### config.mk
export PLATFORM = sky130hd
export DESIGN_NAME = imem_program_loader
export DESIGN_NICKNAME = d
export VERILOG_FILES = /design/src/rtl/imem_loader_pkg.sv /design/src/rtl/imem_program_loader_byte_word_assembler.sv /design/src/rtl/imem_program_loader.sv
export SDC_FILE = /design/constraint.sdc
export NUM_CORES = 1
export LEC_CHECK = 0
export BUFFER_PORTS_ARGS = -buffer_cell sky130_fd_sc_hd__clkbuf_2
export CAP_MARGIN = 40
export CELL_PAD_IN_SITES_DETAIL_PLACEMENT = 1
export CELL_PAD_IN_SITES_GLOBAL_PLACEMENT = 1
export CORE_MARGIN = 2
export CORE_UTILIZATION = 43
export CTS_BUF_LIST = sky130_fd_sc_hd__clkbuf_2 sky130_fd_sc_hd__clkbuf_4 sky130_fd_sc_hd__clkbuf_8
export CTS_CLUSTER_SIZE = 12
export DETAILED_ROUTE_END_ITERATION = 6
export GPL_ROUTABILITY_DRIVEN = 0
export HOLD_SLACK_MARGIN = 0.1
export MAX_ROUTING_LAYER = met4
export PLACE_DENSITY = 0.84
export SYNTH_ARGS = -nofsm -noshare
export SYNTH_HDL_FRONTEND = slang
export SYNTH_SLANG_ARGS = --single-unit
### constraint.sdc
create_clock -name clk -period 2.9 [get_ports clk]
set_input_delay 0.58 -clock clk [delete_from_list [all_inputs] [get_ports clk]]
set_output_delay 0.58 -clock clk [all_outputs]
set_load 0.05 [all_outputs]
### src/rtl/imem_loader_pkg.sv
// -----------------------------------------------------------------------------
// imem_loader_pkg
// Shared types and constants for the instruction-memory program loader.
//   loader_state_t : loader FSM state encoding
//   HDR_PC_BYTES   : bytes in the start-PC header field
//   HDR_LEN_BYTES  : bytes in the word-count header field
//   WORD_BYTES     : bytes per instruction word
// -----------------------------------------------------------------------------
package imem_loader_pkg;

    typedef enum logic [2:0] {
        IDLE,
        HDR_PC,
        HDR_LEN,
        PAYLOAD,
        WRITE,
        CHK,
        DONE,
        DONE_ERR
    } loader_state_t;

    localparam int unsigned HDR_PC_BYTES  = 4;
    localparam int unsigned HDR_LEN_BYTES = 2;
    localparam int unsigned WORD_BYTES    = 4;

endpackage

### src/rtl/imem_program_loader_byte_word_assembler.sv
// -----------------------------------------------------------------------------
// byte_word_assembler
// Collects four bytes, big-endian, into a 32-bit word. Used for both the
// start-PC header field and every payload word.
// Ports:
//   clk          : system clock, rising edge
//   rst_n        : synchronous active-low reset
//   i_clear      : discard any partially assembled word
//   i_byte_valid : a byte is being accepted this cycle
//   i_byte       : the byte being accepted
//   o_word       : word including the byte currently presented
//   o_word_ready : pulse, the byte accepted this cycle completes a word
// -----------------------------------------------------------------------------
module byte_word_assembler
    import imem_loader_pkg::*;
(
    input  logic        clk,
    input  logic        rst_n,
    input  logic        i_clear,
    input  logic        i_byte_valid,
    input  logic [7:0]  i_byte,
    output logic [31:0] o_word,
    output logic        o_word_ready
);

    // Only the first three bytes need storage; the fourth is taken straight
    // from the input so the full word is usable on the accepting edge.
    logic [23:0] r_word;
    logic [1:0]  r_count;

    assign o_word       = {r_word, i_byte};
    assign o_word_ready = i_byte_valid && (r_count == 2'(WORD_BYTES - 1));

    always_ff @(posedge clk) begin
        if (!rst_n) begin
            r_word  <= '0;
            r_count <= '0;
        end else if (i_clear) begin
            r_word  <= '0;
            r_count <= '0;
        end else if (i_byte_valid) begin
            r_word  <= {r_word[15:0], i_byte};
            r_count <= r_count + 2'd1;
        end
    end

endmodule

### src/rtl/imem_program_loader.sv
// -----------------------------------------------------------------------------
// imem_program_loader
// Boot-time writer for the processor instruction memory. Consumes a byte
// stream: start PC (4 bytes, big-endian), word count N (2 bytes, big-endian),
// then N instruction words (4 bytes each, big-endian). Word i is written at
// start_pc + 4*i. The core is held in reset until the last word is written.
// Optional build macro LOADER_CHECKSUM_EN: a trailing byte equal to the XOR of
// all header and payload bytes is required; a mismatch parks in DONE_ERR.
// Ports:
//   clk, rst_n            : clock, synchronous active-low reset
//   in_valid/in_ready     : byte stream handshake, in_data the byte
//   reload                : one-cycle pulse restarting the load
//   mem_we/addr/wdata     : instruction-memory write port
//   start_pc              : PC presented to the core
//   cpu_rst_n             : core reset, low while loading
//   load_done             : program fully written
//   err                   : sticky protocol error (misaligned PC, bad checksum)
// -----------------------------------------------------------------------------
module imem_program_loader
    import imem_loader_pkg::*;
#(
    parameter int unsigned ADDR_W = 32,
    parameter int unsigned CNT_W  = 16
) (
    input  logic              clk,
    input  logic              rst_n,
    input  logic              in_valid,
    output logic              in_ready,
    input  logic [7:0]        in_data,
    input  logic              reload,
    output logic              mem_we,
    output logic [ADDR_W-1:0] mem_addr,
    output logic [31:0]       mem_wdata,
    output logic [ADDR_W-1:0] start_pc,
    output logic              cpu_rst_n,
    output logic              load_done,
    output logic              err
);

`ifdef LOADER_CHECKSUM_EN
    localparam loader_state_t LAST_STATE = CHK;
`else
    localparam loader_state_t LAST_STATE = DONE;
`endif

    loader_state_t     r_state;
    loader_state_t     w_state_next;
    logic              w_in_ready;
    logic              w_take;
    logic              w_asm_valid;
    logic [31:0]       w_word;
    logic              w_word_ready;
    logic [CNT_W-1:0]  w_len_next;

    logic              r_len_idx;
    logic [CNT_W-1:0]  r_len;
    logic [ADDR_W-1:0] r_addr;
    logic [ADDR_W-1:0] r_start_pc;
    logic [ADDR_W-1:0] r_mem_addr;
    logic [31:0]       r_mem_wdata;
    logic              r_err;
    logic              r_cpu_rst_n;
    logic              r_load_done;

    assign w_in_ready  = (r_state inside {HDR_PC, HDR_LEN, PAYLOAD, CHK});
    assign w_take      = in_valid && w_in_ready;
    assign w_asm_valid = w_take && ((r_state == HDR_PC) || (r_state == PAYLOAD));
    assign w_len_next  = CNT_W'({r_len, in_data});

    byte_word_assembler u_asm (
        .clk          (clk),
        .rst_n        (rst_n),
        .i_clear      (r_state == IDLE),
        .i_byte_valid (w_asm_valid),
        .i_byte       (in_data),
        .o_word       (w_word),
        .o_word_ready (w_word_ready)
    );

`ifdef LOADER_CHECKSUM_EN
    logic [7:0] r_xor;

    always_ff @(posedge clk) begin
        if (!rst_n) begin
            r_xor <= '0;
        end else if (r_state == IDLE) begin
            r_xor <= '0;
        end else if (w_take && (r_state inside {HDR_PC, HDR_LEN, PAYLOAD})) begin
            r_xor <= r_xor ^ in_data;
        end
    end
`endif

    always_comb begin
        w_state_next = r_state;
        case (r_state)
            IDLE:    w_state_next = HDR_PC;
            HDR_PC:  if (w_word_ready) w_state_next = HDR_LEN;
            HDR_LEN: begin
                if (w_take && r_len_idx) begin
                    w_state_next = (w_len_next == '0) ? LAST_STATE : PAYLOAD;
                end
            end
            PAYLOAD: if (w_word_ready) w_state_next = WRITE;
            WRITE:   w_state_next = (r_len == CNT_W'(1)) ? LAST_STATE : PAYLOAD;
`ifdef LOADER_CHECKSUM_EN
            CHK: begin
                if (w_take) w_state_next = (in_data == r_xor) ? DONE : DONE_ERR;
            end
            DONE_ERR: w_state_next = DONE_ERR;
`endif
            DONE:    w_state_next = DONE;
            default: w_state_next = IDLE;
        endcase
        // A write already in progress is still signalled this cycle; reload
        // only redirects the next state.
        if (reload) w_state_next = IDLE;
    end

    always_ff @(posedge clk) begin
        if (!rst_n) begin
            r_state     <= IDLE;
            r_len_idx   <= 1'b0;
            r_len       <= '0;
            r_addr      <= '0;
            r_start_pc  <= '0;
            r_mem_addr  <= '0;
            r_mem_wdata <= '0;
            r_err       <= 1'b0;
            r_cpu_rst_n <= 1'b0;
            r_load_done <= 1'b0;
        end else begin
            r_state     <= w_state_next;
            r_cpu_rst_n <= (w_state_next == DONE);
            r_load_done <= (w_state_next == DONE);
            case (r_state)
                IDLE: begin
                    r_len_idx <= 1'b0;
                    r_len     <= '0;
                end
                HDR_PC: begin
                    if (w_word_ready) begin
                        r_start_pc <= ADDR_W'(w_word);
                        if (w_word[1:0] != 2'b00) r_err <= 1'b1;
                    end
                end
                HDR_LEN: begin
                    if (w_take) begin
                        r_len     <= w_len_next;
                        r_len_idx <= 1'b1;
                        // Misaligned PC is flagged but loading continues aligned.
                        r_addr    <= {r_start_pc[ADDR_W-1:2], 2'b00};
                    end
                end
                PAYLOAD: begin
                    if (w_word_ready) begin
                        r_mem_addr  <= r_addr;
                        r_mem_wdata <= w_word;
                    end
                end
                WRITE: begin
                    r_addr <= r_addr + ADDR_W'(4);
                    r_len  <= r_len - CNT_W'(1);
                end
`ifdef LOADER_CHECKSUM_EN
                CHK: begin
                    if (w_take && (in_data != r_xor)) r_err <= 1'b1;
                end
`endif
                default: ;
            endcase
            if (reload) r_err <= 1'b0;
        end
    end

    assign in_ready  = w_in_ready;
    assign mem_we    = (r_state == WRITE);
    assign mem_addr  = r_mem_addr;
    assign mem_wdata = r_mem_wdata;
    assign start_pc  = r_start_pc;
    assign cpu_rst_n = r_cpu_rst_n;
    assign load_done = r_load_done;
    assign err       = r_err;

endmodule

Word level (Yosys, flattened, before mapping):

Index checks and enable logic that the tools add are counted.

* ROM bits: 0
* word-level logic and storage cells: 58
* bits in registers: 176
* output and inout port bits: 101
* input bits: 12
* bits in writable memories: 0
* memories kept: 0
* bits in latches: 0

* shift-type cells: 0
* bitwise gates (word level): 1
* reduce and logical (&&, ||, !) cells: 20
* $add $sub $neg: 3
* magnitude comparators: 0
* muxes and demuxes: 13
* multiply operators: 0
* equality and inequality tests: 10
* divide/modulo/power cells: 0

Operators by type and width (count)
* $pmux 32 s2: 1
* $pmux 16 s3: 1
* $add 32x3->32 const B: 1
* $mux 32: 1
* $mux 3: 6
* $pmux 3 s6: 1
* $eq 16x1->1 const B: 1
* $logic_not 16->1: 1
* $mux 16: 1
* $sub 16x1->16 const B: 1
* $eq 3x3->1 const B: 4
* $reduce_and 2->1: 5
* $eq 3x2->1 const B: 2
* $reduce_bool 2->1: 3
* $logic_and 1x1->1: 4
* $reduce_bool 4->1: 1
* $reduce_or 2->1: 2
* $eq 3x1->1 const B: 1
* $logic_not 3->1: 1
* $reduce_and 3->1: 1
* $reduce_bool 3->1: 1
* $add 2x1->2 const B: 1
* $eq 2x2->1 const B: 1
* $ne 2x2->1 const B: 1
* 4 further kinds: 4

Logic depth before layout (Yosys ltp):

Gate-level depths: netlist of the first run.

* depth after elaboration: 9
* mapped depth: 8
* mapped depth without buffers: 7

Hierarchy:

A second synthesis of the first run with hierarchy kept.

* cell total of the unflattened synthesis: 931
* area total of the unflattened synthesis: 7397.1 um2

Modules (own cells, without submodules)
* imem_program_loader: cells an instance 836, instances 1, area an instance 6349.8 um2, seq. area each 2922.8 um2
* byte_word_assembler: cells an instance 95, instances 1, area an instance 1047.3 um2, seq. area each 520.5 um2

Least setup slack after synthesis of the first run:

No wires, ideal clock.

* path type: register to output
* start: reg r_state[0]
* end: out mem_we
* buffers on the path: 3
* path slack: 0.778 ns
* arrival: 1.542 ns
* stages on the path, launching flop included: 6
* required time: 2.320 ns
* cells stage by stage: dfxtp_1 > or3b_1 > buf_2 > inv_1 > clkbuf_1 > buf_2

* cells in the longest elaborated chain, start to end: 1

RTL lines
* from (decl): RTL line imem_program_loader.sv:46 `loader_state_t r_state;`
* from (signal assigned): RTL line imem_program_loader.sv:133 `r_state <= w_state_next;`
* $eq 3x3->1: RTL line imem_program_loader.sv:177 `assign mem_we = (r_state == WRITE);`
* to (decl): RTL line imem_program_loader.sv:31 `output logic mem_we,`

Every way passes these cells.

Worst setup path in the final report of the first run:

* start: reg r_state[1]
* end: out mem_we

Same word-level chain as after synthesis.

==> impl_metrics.py, run 1 <==
metrics = {
    "outcome": {
        "status": "finished, final reports clean",
    },
    "power": {
        "irDropWorstVdd_v": 0.000289,
        "p_leak_nw": 3.01,
        "comb_power_share": 0.032,
        "netSwitchingFraction": 0.231,
        "seq_power_share": 0.541,
        "internal_power_w": 0.00336,
        "p_switching_w": 0.00101,
        "p_per_area_nw_per_um2": 519,
        "p_clk_frac": 0.427,
    },
    "floorplanning": {
        "die_area_um2": 17600,
        "core_um2": 16400,
        "die_height_um": 133,
        "num_rows": 47,
        "start_util": 0.434,
        "die_w_um": 133,
        "io_pins": 113,
    },
    "global_routing": {
        "grt_first_pass_wirelength_um": 36400,
        "grt_util_met1": 0.363,
        "busiest_layer": "met2",
        "antenna_found_initial": 0,
        "use_met3": 0.0513,
        "grt_pass1_vias": 6783,
        "gr-total-overflow": 0,
        "use_met2": 0.401,
        "grt_max_degree": 128,
        "track_usage": 0.267,
    },
    "cts": {
        "cts_htree_levels": 4,
        "cts_tree": "yes",
        "cts.clk_slew.worst_paths_ns": 0.09,
        "clock_latency_ns": 0.48,
        "ctsResizeCount": 0,
        "cts_num_sinks": 172,
        "cts_buffers": 17,
        "cts_buffer_depth": 2,
        "postCtsSetupRepairBufs": 0,
        "cts_root_buffer": "clkbuf_8",
        "hold_buffers": 0,
    },
    "synth": {
        "synth_seq_cells": 172,
        "async_flop_share": 0,
        "synth_flop_cell": "dfxtp_1",
        "ys_types": 60,
        "synth_area_um2": 7120,
        "synth_edf_count": 0,
        "ys_seq_area_frac": 0.483,
        "syn_inst": 926,
        "yosysWarnings": 0,
        "syn_area_per_cell_um2": 7.69,
    },
    "timing": {
        "slew_violations": 0,
        "hold_ws_ns": 0.405,
        "setup_viol": 0,
        "layout_min_cycle_time_ns": 2.67,
        "setup_tns_ns": 0,
        "timing.final.crit_share": 0.921,
        "slew_headroom": 0.549,
        "fin_ws_ns": 0.229,
        "hold_viol": 0,
        "tightest_slew_ns": 0.672,
        "rsz0062_at_grt": "no",
        "fmax_mhz": 374,
        "fin_worst_skew_ns": 0.00963,
    },
    "drt": {
        "drc": 0,
        "drt_iter0_markers": 640,
        "first_pass_iters": 6,
        "totalWireLength_um": 22600,
        "ant_nets": 0,
        "wl_per_cell_um": 18.1,
        "vias": 6974,
        "vias_per_cell": 5.57,
    },
    "min_path": {
        "min_path_cells": 3,
        "hold_end": "err$_SDFFE_PP0P_",
        "min-delay-start": "reload",
        "hold_path.class": "in2reg",
    },
    "critical_path": {
        "worstReg2RegStart": "r_state[1]$_SDFF_PN0_",
        "crit_type": "reg2out",
        "worstReg2RegEnd": "r_addr[19]$_SDFFE_PN0P_",
        "reg2reg_slack_ns": 0.61,
        "crit_path_end_kind": "primary output",
        "cp.required_ns": 2.32,
        "cp_max_fo": 15,
        "crit_arrival_ns": 2.09,
        "rr_worst_depth": 4,
        "startpoint_type": "flop",
    },
    "cells_and_area": {
        "layoutNonFillerInstCount": 1253,
        "drive_above_1_share": 0.174,
        "n_fill_cell": 2044,
        "final_util": 0.513,
        "area_delta_synth_final_pct": 18.1,
        "insertedDiodeCount": 0,
        "final_nets": 1037,
    },
    "placement": {
        "dpl.cell_count": 1221,
        "dp_slack_ns": 0.667,
        "numPortBuffers": 110,
        "dp_hpwl_um": 15600,
    },
    "job": {
        "maxCapViolCount": 0,
    },
}
worst max-delay path: stages, from the launching register on:
cell      delay [ns]
dfxtp_1         0.49
or3b_1          0.50
inv_1           0.26
clkbuf_2        0.36
power by group through the flow:
stage / sequential, W / combinational (W) / clock, W
global placement: 0.00242 / 0.000137 / 0
global route: 0.00237 / 0.000153 / 0.00198
floorplan: 0.00242 / 0.0000842 / 0
CTS: 0.00237 / 0.000140 / 0.00188
finish: 0.00237 / 0.000140 / 0.00186
detailed placement: 0.00242 / 0.000139 / 0
routing by layer:
layer | routed length (µm) | share of wire | vias to the layer above
met5 | 0 | 0 | -
met4 | 414 | 0.018 | 0
met3 | 1290 | 0.057 | 35
met2 | 10500 | 0.46 | 194
met1 | 10500 | 0.46 | 3353
li1 | - | - | 3392
cells in the final DEF (no fill, tap or decap), types with 11 or more instances in the layout:
master and n:
dfxtp_1 172, o21ai_0 25, nor3_1 12, buf_4 25
nand2_1 287, a21oi_1 151, clkbuf_2 110, nor2_1 38
a31oi_1 15, nand3_1 13, nand4_1 11, clkbuf_8 21
synth_stat cells (4+ instances only):
master	count	area, µm²
dfxtp_1	172	3440
ha_1	5	62.6
o211ai_1	10	75.1
a21oi_1	152	761
or3_1	5	31.3
clkbuf_1	55	206
and3_1	6	37.5
a211oi_1	6	45.0
o21ai_0	25	125
nor4_1	8	50.1
nor3_1	12	60.1
nor2_1	39	146
nand4_1	11	68.8
a22oi_1	9	67.6
a32o_1	4	40.0
nand3_1	14	70.1
a31oi_1	15	93.8
inv_1	11	41.3
o21a_1	4	30.0
and2_1	9	56.3
o22ai_1	7	43.8
nand2_1	287	1080
cell type report:
type                       count  area, µm²  share of cell area
clock buffer                  23        304              0.0361
clock inverter                 9        134              0.0159
multi-input combinational    680       3420               0.407
inverter                      11       42.5             0.00506
tap                          220        275              0.0327
sequential                   172       3440               0.409
timing repair buffer         138        793              0.0943
cells by family (layout without fill, tap and decap cells):
logic type / count (synthesis) / count (layout) / synth area share
buf+inv: 75 / 181 / 0.0416
flops: 172 / 172 / 0.483
compound gates: 257 / 257 / 0.211
xor+xnor: 4 / 4 / 0.00492
fa+ha+maj: 5 / 5 / 0.00878
mux: 3 / 3 / 0.00457
simple gates: 409 / 409 / 0.245
other cells: 1 / 2 / 0.000527
per-stage QoR:
step	power [W]	cell area, µm²
2_1_floorplan	0.00250	7130
4_1_cts	0.00439	8410
6_report	0.00437	8410
3_5_place_dp	0.00256	7980
5_1_grt	0.00450	8410
3_3_place_gp	0.00256	7960
worst max-delay path by stage:
stage                               start                      end  slack, ns
CTS                 r_state[1]$_SDFF_PN0_                   mem_we       0.24
detailed placement  r_state[1]$_SDFF_PN0_  r_addr[19]$_SDFFE_PN0P_       0.67
finish              r_state[1]$_SDFF_PN0_                   mem_we       0.23
global route        r_state[1]$_SDFF_PN0_                   mem_we       0.13
global placement    r_state[1]$_SDFF_PN0_  r_addr[19]$_SDFFE_PN0P_       0.72
floorplan           r_state[0]$_SDFF_PN0_                   mem_we       0.78
state kept, by name, summed over array words and instances (netlist names):
register	flops
u_asm.r_count	2
u_asm.r_word	24
mem_addr	30
load_done	1
err	1
r_len	16
start_pc	32
r_len_idx	1
r_state	3
mem_wdata	32
r_addr	30
Power figures use the tool's default switching activity.
==> run 2: changes to the inputs <==
Settings changed: RECOVER_POWER from default to 100.
==> run 2 against run 1 <==
- first-iteration DRC count decreased by 0.31%
- die area unchanged
- final area decreased by 2.1%
- non-clock buffer count unchanged
- critical path depth unchanged
- sequential power about the same
- clock power about the same
- highest routed layer unchanged
==> impl_metrics.py, run 2 (synthesis results as in run 1) <==
metrics = {
    "cts": {
        "cts_root_buffer": "clkbuf_8",
        "postCtsSetupRepairBufs": 0,
        "cts_buffers": 17,
        "cts.clk_slew.worst_paths_ns": 0.09,
        "cts_num_sinks": 172,
        "cts_buffer_depth": 2,
        "cts_htree_levels": 4,
        "ctsResizeCount": 0,
        "clock_latency_ns": 0.48,
        "hold_buffers": 0,
        "cts_tree": "yes",
    },
    "cells_and_area": {
        "final_nets": 1037,
        "final_common_cell": "nand2_1",
        "area_delta_synth_final_pct": 15.7,
        "regArea_um2": 3440,
        "drive_above_1_share": 0.0716,
        "n_fill_cell": 2093,
        "mostFrequentLayoutCells": "nand2_1 (287), dfxtp_1 (172), a21oi_1 (151)",
        "multi_input_area_um2": 3420,
        "insertedDiodeCount": 0,
        "final_util": 0.502,
    },
    "power": {
        "p_per_area_nw_per_um2": 530,
        "comb_power_share": 0.032,
        "netSwitchingFraction": 0.230,
        "p_switching_w": 0.00100,
        "irDropWorstVdd_v": 0.000290,
        "seq_power_share": 0.542,
        "p_clk_frac": 0.426,
        "internal_power_w": 0.00336,
        "p_leak_nw": 2.63,
    },
    "timing": {
        "timing.final.crit_share": 0.922,
        "fin_worst_skew_ns": 0.00888,
        "fmax_mhz": 374,
        "layout_min_cycle_time_ns": 2.67,
        "slew_headroom": 0.466,
        "setup_viol": 0,
        "hold_viol": 0,
        "slew_violations": 0,
        "rsz0062_at_grt": "no",
        "tightest_slew_ns": 0.801,
        "setup_tns_ns": 0,
    },
    "global_routing": {
        "antenna_found_initial": 0,
        "busiest_layer": "met2",
        "track_usage": 0.267,
        "grt_pass1_vias": 6783,
        "use_met3": 0.0513,
        "gr-total-overflow": 0,
        "grt_util_met1": 0.363,
        "grt_first_pass_wirelength_um": 36400,
        "grt_max_degree": 128,
        "use_met2": 0.401,
    },
    "job": {
        "maxCapViolCount": 0,
    },
    "drt": {
        "drc": 0,
        "wl_per_cell_um": 18.1,
        "vias": 6976,
        "totalWireLength_um": 22600,
        "drt_iter0_markers": 638,
        "first_pass_iters": 5,
        "ant_nets": 0,
        "vias_per_cell": 5.57,
    },
    "critical_path": {
        "crit_type": "reg2out",
        "cp_max_fo": 15,
        "cp.required_ns": 2.32,
        "slowest_stage": "or3b_1",
        "crit_buf_inv": 2,
        "slowest_delay_ns": 0.50,
        "path_cells": "or3b_1, inv_1, clkbuf_2",
        "path_delay_family": "buffers and inverters",
        "crit_path_end_kind": "primary output",
        "startpoint_type": "flop",
        "crit_arrival_ns": 2.09,
    },
    "placement": {
        "dp_hpwl_um": 15600,
        "numPortBuffers": 110,
    },
    "floorplanning": {
        "start_util": 0.434,
        "core_um2": 16400,
        "num_rows": 47,
        "die_height_um": 133,
        "io_pins": 113,
        "die_w_um": 133,
        "die_area_um2": 17600,
    },
    "min_path": {
        "hold_path.class": "in2reg",
    },
    "outcome": {
        "status": "finished, final reports clean",
    },
}
## run 2: changes by cell type in the layout (fill, tap and decap cells not counted), sizes merged
cell / previous run / this run
buf: 28 / 17
clkbuf: 133 / 144
## run 2: area by class of cell
class,instances,area share
tap,220,0.0334
timing repair buffer,138,0.0747
inverter,11,0.00516
clock inverter,9,0.0163
multi-input combinational,680,0.415
clock buffer,23,0.0369
sequential,172,0.418
## run 2: worst paths after layout
path                            startpoint                  endpoint  slack, ns  cells after the start
setup / recovery     r_state[1]$_SDFF_PN0_                    mem_we       0.23                      3
hold / removal                      reload          err$_SDFFE_PP0P_       0.41                      3
hold reg to reg   mem_addr[8]$_SDFFE_PN0P_  mem_addr[8]$_SDFFE_PN0P_       0.46                      2
setup reg to reg     r_state[1]$_SDFF_PN0_   r_addr[12]$_SDFFE_PN0P_       0.31                      7
## run 2: per-layer routing
metal,part of all wire,wire (µm)
met5,0,0
met3,0.052,1170
met4,0.018,418
met1,0.47,10700
met2,0.46,10400
## run 2: power groups by stage
stage	registers (W)	logic (W)	clock network, W
floorplan	0.00242	0.0000842	0
global placement	0.00242	0.000137	0
detailed placement	0.00242	0.000139	0
CTS	0.00237	0.000140	0.00188
global route	0.00237	0.000150	0.00198
finish	0.00237	0.000138	0.00186
## run 2: metrics by stage
step           setup WS (ns)  instances  total power, W  hold slack [ns]  cell area (µm²)
2_1_floorplan          0.778        927         0.00250            0.432             7130
3_3_place_gp           0.717       1220         0.00256            0.442             7960
3_5_place_dp           0.667       1221         0.00256            0.448             7980
4_1_cts                0.241       1253         0.00439            0.397             8410
5_1_grt                0.106       1253         0.00450            0.416             8240
6_report               0.227       1253         0.00436            0.406             8240
## run 2: worst register-to-register path: stages, from the launching register on
cell and delay, ns:
dfxtp_1 0.68, or3b_1 0.28, clkbuf_1 0.63, nor3_1 0.14, clkbuf_1 0.21, nand2_1 0.11, mux2_2 0.33, a21oi_1 0.14
==> run 3: changes to the inputs <==
Settings changed: ABC_AREA from default to 1, CORE_UTILIZATION 43 to 42, PLACE_DENSITY 0.84 to 0.83, SLEW_MARGIN from default to 30.
==> run 3 against run 2 <==
- area after synthesis up 7.9%
- combinational power up 61%
- final area up 4.2%
- critical path type unchanged
==> impl_metrics.py, run 3 <==
metrics = {
    "outcome": {
        "status": "finished, final reports clean",
    },
    "synth": {
        "synthTopCellsByArea": "dfxtp_1 (45%), a21oi_1 (10%), o21ai_0 (9.6%), nand2_1 (8.9%), nor2_1 (6.3%)",
        "ys_types": 37,
        "synthAdderAreaFrac": 0.00814,
        "synth_area_um2": 7680,
        "syn_area_per_cell_um2": 7.12,
        "synth_seq_cells": 172,
        "synthMuxAreaShare": 0,
        "synth_xor_area_frac": 0.00684,
        "yosys.area.top_type": "dfxtp_1",
        "yosysWarnings": 0,
        "synth_top_family_by_area": "compound AO/OA/AOI/OAI gates",
        "synth_edf_count": 0,
        "syn_inst": 1079,
        "synth_simple_gate_area_frac": 0.223,
        "yosysMostFrequentCell": "nand2_1",
        "synth_common_cells": "nand2_1 (182), dfxtp_1 (172), a21oi_1 (160)",
        "yosysTopAreaCellShare": 0.448,
        "synth_flop_cell": "dfxtp_1",
        "synth-compound-area-share": 0.225,
        "async_flop_share": 0,
        "ys_seq_area_frac": 0.448,
    },
    "cells_and_area": {
        "mostFrequentLayoutCells": "nand2_1 (183), dfxtp_1 (172), a21oi_1 (160)",
        "final_common_cell": "nand2_1",
        "regArea_um2": 3440,
        "multi_input_area_um2": 3540,
        "drive_above_1_share": 0.0595,
        "final_nets": 1180,
        "n_fill_cell": 2375,
        "area_delta_synth_final_pct": 11.7,
    },
    "power": {
        "comb_power_share": 0.052,
        "seq_power_share": 0.560,
        "p_total_w": 0.00427,
        "netSwitchingFraction": 0.267,
        "internal_power_w": 0.00313,
        "p_per_area_nw_per_um2": 497,
        "p_leak_nw": 3.14,
        "p_clk_frac": 0.388,
        "irDropWorstVdd_v": 0.000314,
        "p_switching_w": 0.00114,
    },
    "global_routing": {
        "antenna_found_initial": 1,
        "grt_max_degree": 111,
        "gr-total-overflow": 0,
        "grt_pass1_vias": 7483,
        "grt_first_pass_wirelength_um": 41400,
        "track_usage": 0.274,
    },
    "critical_path": {
        "slowest_stage": "dfxtp_1",
        "crit_path_end_kind": "primary output",
        "slowest_delay_ns": 0.44,
        "cp.required_ns": 2.32,
        "path_delay_family": "simple AND/OR/NAND/NOR gates",
        "crit_arrival_ns": 1.94,
        "cp_max_fo": 12,
        "crit_type": "reg2out",
        "startpoint_type": "flop",
        "crit_buf_inv": 2,
        "path_cells": "nor2_1, nand2_1, inv_2, buf_12",
    },
    "floorplanning": {
        "io_pins": 113,
        "die_area_um2": 19400,
        "die_height_um": 139,
        "num_rows": 49,
        "die_w_um": 139,
        "core_um2": 18000,
        "start_util": 0.428,
    },
    "timing": {
        "layout_min_cycle_time_ns": 2.52,
        "fin_worst_skew_ns": 0.00971,
        "fmax_mhz": 396,
        "fin_ws_ns": 0.375,
        "slew_violations": 0,
        "slew_headroom": 0.397,
        "hold_viol": 0,
        "tightest_slew_ns": 0.904,
        "timing.final.crit_share": 0.871,
        "setup_tns_ns": 0,
        "setup_viol": 0,
        "rsz0062_at_grt": "no",
    },
    "min_path": {
        "hold_path.class": "in2reg",
    },
    "cts": {
        "cts_htree_levels": 4,
        "cts_buffers": 17,
        "cts_buffer_depth": 2,
        "cts_tree": "yes",
        "clock_latency_ns": 0.46,
        "postCtsSetupRepairBufs": 0,
        "cts_num_sinks": 172,
        "hold_buffers": 0,
        "cts_root_buffer": "clkbuf_8",
        "cts.clk_slew.worst_paths_ns": 0.09,
        "ctsResizeCount": 0,
    },
    "drt": {
        "vias": 7714,
        "drt_iter0_markers": 519,
        "totalWireLength_um": 25500,
        "vias_per_cell": 5.49,
        "wl_per_cell_um": 18.1,
        "ant_nets": 0,
        "first_pass_iters": 5,
        "drc": 0,
    },
    "placement": {
        "dp_hpwl_um": 18600,
        "numPortBuffers": 110,
        "dp_slack_ns": 0.633,
    },
    "job": {
        "maxCapViolCount": 0,
    },
}
[run 3: cell count changes after synthesis, sizes merged, moves of 12 or more]
cell / change
a31oi: -12
buf: +23
clkbuf: -28
inv: +88
nand2: -104
nand3: +52
nor2: +97
o21ai: +132
[run 3: layout make-up]
type,count,area share
Clock buffer,17,0.0273
Timing Repair Buffer,123,0.0655
Clock inverter,15,0.0160
Inverter,100,0.0440
Sequential cell,172,0.401
Tap cell,229,0.0334
Antenna cell,1,0.000292
Multi-Input combinational cell,749,0.412
[run 3: worst paths after layout]
kind | slack, ns | end | start | depth (start not counted)
hold / removal | 0.32 | r_state[1]$_SDFF_PN0_ | reload | 2
hold reg to reg | 0.49 | r_addr[31]$_SDFFE_PN0P_ | r_addr[31]$_SDFFE_PN0P_ | 2
setup reg to reg | 0.38 | r_addr[22]$_SDFFE_PN0P_ | r_state[2]$_SDFF_PN0_ | 7
setup / recovery | 0.38 | mem_we | r_state[0]$_SDFF_PN0_ | 4
[run 3: stage by stage]
step           cells  area, µm²  hold slack, ns  utilization
3_5_place_dp    1373       8360           0.468        0.465
6_report        1406       8580           0.321        0.478
2_1_floorplan   1080       7690           0.449            -
4_1_cts         1405       8730           0.288        0.486
3_3_place_gp    1373       8360           0.457        0.465
5_1_grt         1406       8580           0.305        0.478
[run 3: power groups by stage]
stage               registers, W  logic (W)  clock network [W]
detailed placement       0.00244   0.000219                  0
floorplan                0.00244   0.000157                  0
CTS                      0.00239   0.000222            0.00169
global placement         0.00244   0.000213                  0
finish                   0.00239   0.000222            0.00166
global route             0.00239   0.000249            0.00179
[run 3: worst reg2reg max path: cells and delay by family, from the launching register on]
family	cells	cell delay, ns
flops	1	0.41
compound gates	2	0.55
buf+inv	2	0.49
simple gates	3	1.01
[run 3: logic make-up after synthesis]
kind of cell / after synthesis
adders and majority gates: 5
and+or+nand+nor: 401
AOI/OAI and AO/OA: 335
other: 1
DFF: 172
buffers and inverters: 159
xor gates and xnor gates: 6
[run 3: layer usage]
layer  track usage  wire length [µm]
met3        0.0471              1040
met2         0.429             12100
met5             -                 0
met1         0.371             12000
met4        0.0707               419
